**src/rtl/fp_addsub_pipe.sv**
```systemverilog
// Three-stage floating-point add/subtract: align, add, normalise/round.
// Elastic valid/ready chain; each stage advances only when its downstream slot frees up.
module fp_addsub_pipe #(
    parameter int MANT_W = 11,
    parameter int EXP_W  = 5
) (
    input  logic              clk,
    input  logic              rst_n,
    input  logic              in_valid,
    output logic              in_ready,
    input  logic              op,
    input  logic              sgn_a,
    input  logic [EXP_W-1:0]  exp_a,
    input  logic [MANT_W-1:0] mant_a,
    input  logic              sgn_b,
    input  logic [EXP_W-1:0]  exp_b,
    input  logic [MANT_W-1:0] mant_b,
    output logic              out_valid,
    input  logic              out_ready,
    output logic              sgn_r,
    output logic [EXP_W-1:0]  exp_r,
    output logic [MANT_W-1:0] mant_r,
    output logic [3:0]        flags
);

    localparam int AL_W  = MANT_W + 2;
    localparam int NRM_W = MANT_W + 3;
    localparam int SUM_W = MANT_W + 4;
    localparam int LZ_W  = $clog2(NRM_W + 1);
    localparam int EXT_W = EXP_W + 1;

    logic v1, v2, v3;
    logic rdy1, rdy2, rdy3;

    assign rdy3      = ~v3 | out_ready;
    assign rdy2      = ~v2 | rdy3;
    assign rdy1      = ~v1 | rdy2;
    assign in_ready  = rdy1;
    assign out_valid = v3;

    // ---------------- stage 1: swap and align ----------------
    logic              a_zero, b_zero, sb_eff, eff_sub, a_big;
    logic              x_sgn;
    logic [EXP_W-1:0]  x_exp, y_exp, d;
    logic [MANT_W-1:0] x_mant, y_mant;
    logic [AL_W-1:0]   y_ext, y_al, sh_mask;
    logic              y_sticky;

    always_comb begin
        a_zero  = (mant_a == '0);
        b_zero  = (mant_b == '0);
        sb_eff  = sgn_b ^ op;
        eff_sub = sgn_a ^ sb_eff;
        // A zero operand always lands in Y so the other one passes through unshifted.
        a_big   = ~a_zero & (b_zero | ({exp_a, mant_a} >= {exp_b, mant_b}));
        if (a_big) begin
            x_sgn  = sgn_a;
            x_exp  = exp_a;
            x_mant = mant_a;
            y_exp  = exp_b;
            y_mant = mant_b;
        end else begin
            x_sgn  = sb_eff;
            x_exp  = exp_b;
            x_mant = mant_b;
            y_exp  = exp_a;
            y_mant = mant_a;
        end
        d        = x_exp - y_exp;
        y_ext    = {y_mant, 2'b00};
        // Shifts of AL_W or more empty y_al and leave the whole of Y in sticky.
        y_al     = y_ext >> d;
        sh_mask  = ~({AL_W{1'b1}} << d);
        y_sticky = |(y_ext & sh_mask);
    end

    logic              s1_sgn, s1_sub, s1_st;
    logic [EXP_W-1:0]  s1_exp;
    logic [MANT_W-1:0] s1_mx;
    logic [AL_W-1:0]   s1_my;

    always_ff @(posedge clk or negedge rst_n) begin
        if (!rst_n) begin
            v1     <= 1'b0;
            s1_sgn <= 1'b0;
            s1_sub <= 1'b0;
            s1_st  <= 1'b0;
            s1_exp <= '0;
            s1_mx  <= '0;
            s1_my  <= '0;
        end else if (rdy1) begin
            v1 <= in_valid;
            if (in_valid) begin
                s1_sgn <= x_sgn;
                s1_sub <= eff_sub;
                s1_st  <= y_sticky;
                s1_exp <= x_exp;
                s1_mx  <= x_mant;
                s1_my  <= y_al;
            end
        end
    end

    // ---------------- stage 2: add / subtract ----------------
    logic [SUM_W-1:0] x_sum, y_sum, sum_c;

    always_comb begin
        x_sum = {1'b0, s1_mx, 3'b000};
        y_sum = {1'b0, s1_my, s1_st};
        sum_c = s1_sub ? (x_sum - y_sum) : (x_sum + y_sum);
    end

    logic              s2_sgn;
    logic [EXP_W-1:0]  s2_exp;
    logic [SUM_W-1:0]  s2_sum;

    always_ff @(posedge clk or negedge rst_n) begin
        if (!rst_n) begin
            v2     <= 1'b0;
            s2_sgn <= 1'b0;
            s2_exp <= '0;
            s2_sum <= '0;
        end else if (rdy2) begin
            v2 <= v1;
            if (v1) begin
                s2_sgn <= s1_sgn;
                s2_exp <= s1_exp;
                s2_sum <= sum_c;
            end
        end
    end

    // ---------------- stage 3: normalise, round, flag ----------------
    logic              carry, zero_c, unf_c, ovf_c, inx_c, inc;
    logic              g_b, r_b, s_b;
    logic [LZ_W-1:0]   lz;
    logic [NRM_W-1:0]  nrm;
    logic [EXT_W-1:0]  exp_n, exp_f;
    logic [MANT_W:0]   mant_rnd;
    logic [MANT_W-1:0] mant_f;
    logic              res_sgn;
    logic [EXP_W-1:0]  res_exp;
    logic [MANT_W-1:0] res_mant;
    logic [3:0]        res_flags;

    always_comb begin
        carry = s2_sum[SUM_W-1];
        lz    = LZ_W'(NRM_W);
        for (int i = 0; i < NRM_W; i++) begin
            if (s2_sum[i]) lz = LZ_W'(NRM_W - 1 - i);
        end
        if (carry) begin
            nrm   = {s2_sum[SUM_W-1:2], |s2_sum[1:0]};
            exp_n = EXT_W'(s2_exp) + EXT_W'(1);
        end else begin
            nrm   = s2_sum[NRM_W-1:0] << lz;
            exp_n = EXT_W'(s2_exp) - EXT_W'(lz);
        end
        zero_c = (s2_sum == '0);
        unf_c  = ~carry & ~zero_c & (EXT_W'(lz) > EXT_W'(s2_exp));
        g_b    = nrm[2];
        r_b    = nrm[1];
        s_b    = nrm[0];
        inx_c  = g_b | r_b | s_b;
        inc    = g_b & (r_b | s_b | nrm[3]);
        mant_rnd = {1'b0, nrm[NRM_W-1:3]} + (MANT_W+1)'(inc);
        if (mant_rnd[MANT_W]) begin
            mant_f = {1'b1, {(MANT_W-1){1'b0}}};
            exp_f  = exp_n + EXT_W'(1);
        end else begin
            mant_f = mant_rnd[MANT_W-1:0];
            exp_f  = exp_n;
        end
        ovf_c = (exp_f > {1'b0, {EXP_W{1'b1}}});

        res_sgn   = s2_sgn;
        res_exp   = exp_f[EXP_W-1:0];
        res_mant  = mant_f;
        res_flags = {3'b000, inx_c};
        if (zero_c) begin
            res_sgn   = 1'b0;
            res_exp   = '0;
            res_mant  = '0;
            res_flags = 4'b0010;
        end else if (unf_c) begin
            res_sgn   = 1'b0;
            res_exp   = '0;
            res_mant  = '0;
            res_flags = 4'b0111;
        end else if (ovf_c) begin
            res_exp   = '1;
            res_mant  = '1;
            res_flags = 4'b1001;
        end
    end

    always_ff @(posedge clk or negedge rst_n) begin
        if (!rst_n) begin
            v3     <= 1'b0;
            sgn_r  <= 1'b0;
            exp_r  <= '0;
            mant_r <= '0;
            flags  <= '0;
        end else if (rdy3) begin
            v3 <= v2;
            if (v2) begin
                sgn_r  <= res_sgn;
                exp_r  <= res_exp;
                mant_r <= res_mant;
                flags  <= res_flags;
            end
        end
    end

endmodule

```
**config.mk**
```make
export PLATFORM = sky130hd
export DESIGN_NAME = fp_addsub_pipe
export DESIGN_NICKNAME = d
export VERILOG_FILES = /design/src/rtl/fp_addsub_pipe.sv
export SDC_FILE = /design/constraint.sdc
export NUM_CORES = 1
export LEC_CHECK = 0
export CAP_MARGIN = 30
export CELL_PAD_IN_SITES_DETAIL_PLACEMENT = 0
export CELL_PAD_IN_SITES_GLOBAL_PLACEMENT = 1
export CORE_MARGIN = 5
export CORE_UTILIZATION = 45
export DETAILED_ROUTE_END_ITERATION = 7
export PLACE_DENSITY = 0.92
export REMOVE_ABC_BUFFERS = 1
export SKIP_CTS_REPAIR_TIMING = 1
export SLEW_MARGIN = 0
export SYNTH_ARGS = -nofsm -noshare
export SYNTH_HDL_FRONTEND = slang
export SYNTH_SLANG_ARGS = --single-unit
export TNS_END_PERCENT = 5
```
**constraint.sdc**
```tcl
create_clock -name clk -period 4.2 [get_ports clk]
set_input_delay 1.05 -clock clk [delete_from_list [all_inputs] [get_ports clk]]
set_output_delay 1.05 -clock clk [all_outputs]
set_load 0.005 [all_outputs]
```
Yosys cells after proc, flatten, opt, wreduce, memory -nomap -nowiden
Index checks and enable logic that the tools add are counted.
Cells by class
  add/sub/neg operators: 7
  magnitude comparators: 3
  shift-type cells: 3
  mux-type cells: 35
  bitwise logic cells: 22
  reduce and logical (&&, ||, !) cells: 8
Operator list (number)
  two-way mux 11 bit: 6
  two-way mux 4 bit: 16
  two-way mux 5 bit: 5
  zero test 11 bit: 2
  greater-or-equal comparator 16 bit: 1
  adder 14 x 14 -> 15 bit: 1
  zero test 15 bit: 1
  two-way mux 15 bit: 1
  subtractor 14 x 14 -> 15 bit: 1
  two-way mux 14 bit: 1
  left shift 14 x 4 -> 14 bit: 1
  bitwise AND 13 bit: 1
  NOT 13 bit: 1
  OR reduction 13 bit: 1
  left shift 13 x 5 -> 13 bit (first input constant): 1
  right shift 13 x 5 -> 13 bit: 1
  adder 11 x 1 -> 12 bit: 1
  two-way mux 6 bit: 2
  bitwise OR 1 bit: 8
  adder 5 x 1 -> 6 bit (second input constant): 1
  adder 6 x 1 -> 6 bit (second input constant): 1
  > comparator 6 x 5 -> 1 bit (second input constant): 1
  NOT 1 bit: 6
  AND reduction 2 bit: 3
  other kinds (8): 14
Word-level totals
  register bits: 77
  input bits: 39
  output and inout port bits: 23
  logic and storage cells: 94

Depth between registers and ports, before layout
  depth after elaboration: 25
  depth in mapped cells: 18
  depth with buffers taken out: 15

Worst setup path after synthesis
OpenSTA, ideal clock, no wires.
  path kind: input-to-reg
  from: input port mant_a[0]
  to: register s1_my[3]
  library setup time: 0.077 ns
  arrival time: 4.256 ns
  required time: 4.123 ns
  slack: -0.134 ns
  stages: 15
  path buffers: 2
  cells stage by stage: inv_1 > ha_1 > nand2b_1 > a2111o_1 > a31o_2 > o31ai_4 > mux2i_1 > ha_1 > buf_1 > clkbuf_1 > mux2i_1 > mux2i_1 > o31ai_1 > a21oi_1 > a21oi_1
On the way
  word-level cells in the longest chain between the ends: 6
  elaborated cells between the ends (all ways): 10
  those cells by class: 1 x add/sub; 1 x order compare; 1 x shift; 3 x mux; 3 x bitwise; 1 x reduce/logical
Ends and longest elaborated chain
  start: declaration: line 14  | input logic [MANT_W-1:0] mant_a,
  greater-or-equal comparator 16 bit / zero test 11 bit (equally long branches): line 55, 50
  bitwise OR 1 bit / NOT 1 bit (equally long branches): line 55  | a_big = ~a_zero & (b_zero | ({exp_a, mant_a} >= {exp_b, mant_b}));
  bitwise AND 1 bit: line 55
  two-way mux 5 bit: line 56  | if (a_big) begin
  subtractor 5 bit: line 69  | d = x_exp - y_exp;
  right shift 13 x 5 -> 13 bit *: line 72  | y_al = y_ext >> d;
  end signal: assignment: line 99  | s1_my <= y_al;
  end: declaration: line 80  | logic [AL_W-1:0] s1_my;
Every way passes the cells marked *; elsewhere a longest branch is shown, timed or not.
A chain may end at the register's enable or synchronous reset.

Worst setup path after layout
  from: input port mant_a[1]
  to: register s1_my[3]
The elaborated chain is that of the path after synthesis.

==> out/metrics.cfg <==
[min_path]
holdPathEnd = s2_sgn$_DFFE_PN0P_
min_path_type = register to register
hold_path_depth = 2
min_from = s1_sgn$_DFFE_PN0P_

[worst_setup_path]
crit_start = mant_a[1]
arrival_ns = 4.40
worstRegToRegCells = 15
cp-end-kind = register
crit_type = input port to register
path_max_fanout = 7
required_ns = 4.45
ff2ff_setup_slack_ns = 0.40
rr_endpoint = exp_r[1]$_DFFE_PN0P_
critPathLaunchType = input port
reg2reg_from = s2_sum[13]$_DFFE_PN0P_

[timing]
hold_viol_final = 0
post-route-period-util_pct = 98.8
setup_tns_ns = 0
max_freq_mhz = 241
fin_ws_ns = 0.0511
min_period_ns = 4.15
setup_viol = 0
skew_ns = 0.0118
max_slew_margin_pct = 48.9
worst_pin_slew_ns = 0.760
slew_violations = 0

[power_and_ir_drop]
max-vdd-ir-drop_mv = 0.315
power.density_nw_per_um2 = 631
power_leakage_nw = 4.21

[clock_network]
cts.sinks = 77
htreeDepth = 3
cts_tree = built
clockRootBuffer = clkbuf_16
cts_buffers = 9
cts_buffer_depth = 2
clkLatencyLatePin_ns = 0.34
clkTransAtPathRegs_ns = 0.06

[logic_synthesis]
synth_cell_types = 98
synthAdderAreaFrac_pct = 8.90
synth_top_family_by_area = compound AO/OA/AOI/OAI gates
synth-warning-count = 0
synth_edf_count = 0
yosysSeqAreaShare_pct = 27.3
ys_ff_latch = 77
synth_mux_area_share_pct = 9.73
synthSimpleGateAreaFrac_pct = 18.5
synth_area_per_cell_sq_um = 8.54
synth_cells = 826
synth-async-reset-ratio_pct = 100
synthesis.area_sq_um = 7060
ys.flop_type = dfrtp_1
synth_xor_area_share_pct = 4.08
synth_compound_area_share_pct = 25.7

[final_layout]
areaGrowthSynthToFinish_pct = 30.3
final_common_cell = buf_4
mostFrequentLayoutCells = buf_4 (102), nand2_1 (95), dfrtp_1 (77), o21ai_0 (64), clkdlybuf4s50_1 (56)
final_cell_area_sq_um = 9200
nNetsFinal = 1053
drive_gt1_share_pct = 20.4
n_antenna_cell = 0

[global_route]
antenna_found_initial = 0
grt_max_degree = 78
grt_util_all_layers_pct = 20.8
grt.overflow.total = 0
grt_pass1_wl_um = 31500
grt_pass1_vias = 6698

[drt]
route.vias.total = 6788
routed.top_layer = met4
wl_per_cell_um = 16.5
ant_nets = 0
wl_met3_um = 914
first_pass_iters = 6
routed_via_density = 5.75
drt-met1-wl_um = 8160
drt_wl_total_um = 19500
wl_met2_um = 9870
drc = 0
drtIter0Drc = 533

[die]
core_area_sq_um = 15300
dieArea_sq_um = 18300
design.portCount = 62
die_w_um = 135
fp.dieH_um = 135
std_cell_rows = 45
initial_core_util_pct = 46.1

[placed_design]
portBuffers = 61
pre_cts_ws_ns = -0.685
placed_cell_area_sq_um = 8520
dp_hpwl_um = 14900
gp_congestion = 0.938

[run]
max_cap_violations = 0

[run_status]
status = complete, no violations

-- per-stage QoR --
step	util (%)	hold WS, ns	total power [mW]	std cells
floorplan	-	0.439	3.55	785
global placement	55.6	0.453	4.67	1159
detailed placement	55.6	0.451	4.72	1159
CTS	57.9	0.467	5.66	1175
global route	60.0	0.503	6.22	1181
finish	60.0	0.464	5.81	1181
-- how the worst max path moves through the flow --
stage                                       end  slack [ns]  depth (start not counted)
after detailed placement  s1_my[12]$_DFFE_PN0P_       -0.68                         15
after global routing       s1_my[3]$_DFFE_PN0P_       -0.09                         14
after CTS                 s1_my[12]$_DFFE_PN0P_       -0.33                         15
final                      s1_my[3]$_DFFE_PN0P_        0.05                         14
after floorplan           s1_my[12]$_DFFE_PN0P_       -1.45                         11
after global placement    s1_my[12]$_DFFE_PN0P_       -0.59                         15
-- cell type report --
cell class / instances / area, sq um
Clock buffer: 9 / 225
Clock inverter: 7 / 128
Fill cell: 1368 / 6120
Inverter: 58 / 220
Multi-Input combinational cell: 650 / 4930
Sequential cell: 77 / 1930
Tap cell: 211 / 264
Timing Repair Buffer: 169 / 1500
-- layer usage --
layer	vias to the layer above	GRT usage (%)
met5	-	0
met4	0	7.89
met3	57	2.64
met2	224	37.6
met1	3200	25.2
li1	3307	-
-- synthesized netlist by cell type, types with 5 or more instances --
cell type / n / area, sq um
a211o_1: 8 / 70.1
a211oi_1: 7 / 52.6
a21o_1: 7 / 52.6
a21oi_1: 42 / 210
a221o_1: 13 / 130
a22o_1: 7 / 61.3
a31oi_1: 5 / 31.3
and3_1: 8 / 50.1
buf_2: 10 / 50.1
clkbuf_1: 24 / 90.1
dfrtp_1: 77 / 1930
ha_1: 47 / 588
inv_1: 55 / 206
mux2i_1: 63 / 631
nand2_1: 95 / 357
nand2b_1: 11 / 68.8
nand3_1: 9 / 45.0
nand4_1: 5 / 31.3
nor2_1: 50 / 188
nor2b_1: 9 / 56.3
nor3_1: 23 / 115
nor4_1: 9 / 56.3
o21a_1: 8 / 60.1
o21ai_0: 64 / 320
o21bai_1: 5 / 37.5
o22ai_1: 8 / 50.1
o31ai_1: 9 / 67.6
or3_1: 5 / 31.3
xnor2_1: 16 / 140
xor2_1: 15 / 131
-- sequential cells by signal (all words and copies together) (netlist names) --
signal / count
s1_my: 13
s1_exp: 5
out_valid: 1
s1_sub: 1
v1: 1
s2_sum: 15
mant_r: 11
s1_st: 1
flags: 4
s1_mx: 11
s2_exp: 5
s1_sgn: 1
exp_r: 5
s2_sgn: 1
sgn_r: 1
v2: 1
-- logic make-up after synthesis --
kind of cell             Yosys count
multiplexers                      67
buffers and inverters             99
XOR/XNOR                          32
flip-flops                        77
adder cells (fa/ha/maj)           49
AND/OR/NAND/NOR                  257
AO/OA/AOI/OAI                    245
-- worst max-delay path, stage by stage --
cell	delay, ns
clkdlybuf4s50_1	0.49
ha_1	0.23
a2111o_1	0.42
a31o_4	0.25
o31ai_4	0.27
buf_6	0.18
mux2i_4	0.30
a2bb2o_1	0.34
nor3_2	0.12
buf_4	0.21
buf_12	0.13
mux2i_1	0.18
a21oi_1	0.08
a21oi_1	0.14
-- report_power, final --
group          switching [mW]  internal, mW  leakage (nW)
Sequential              0.237         0.976         0.954
Clock                   0.331         0.590         0.173
Combinational            2.03          1.64          3.08
Total                    2.60          3.20          4.21
No activity file was read; power rests on OpenSTA's default activity.
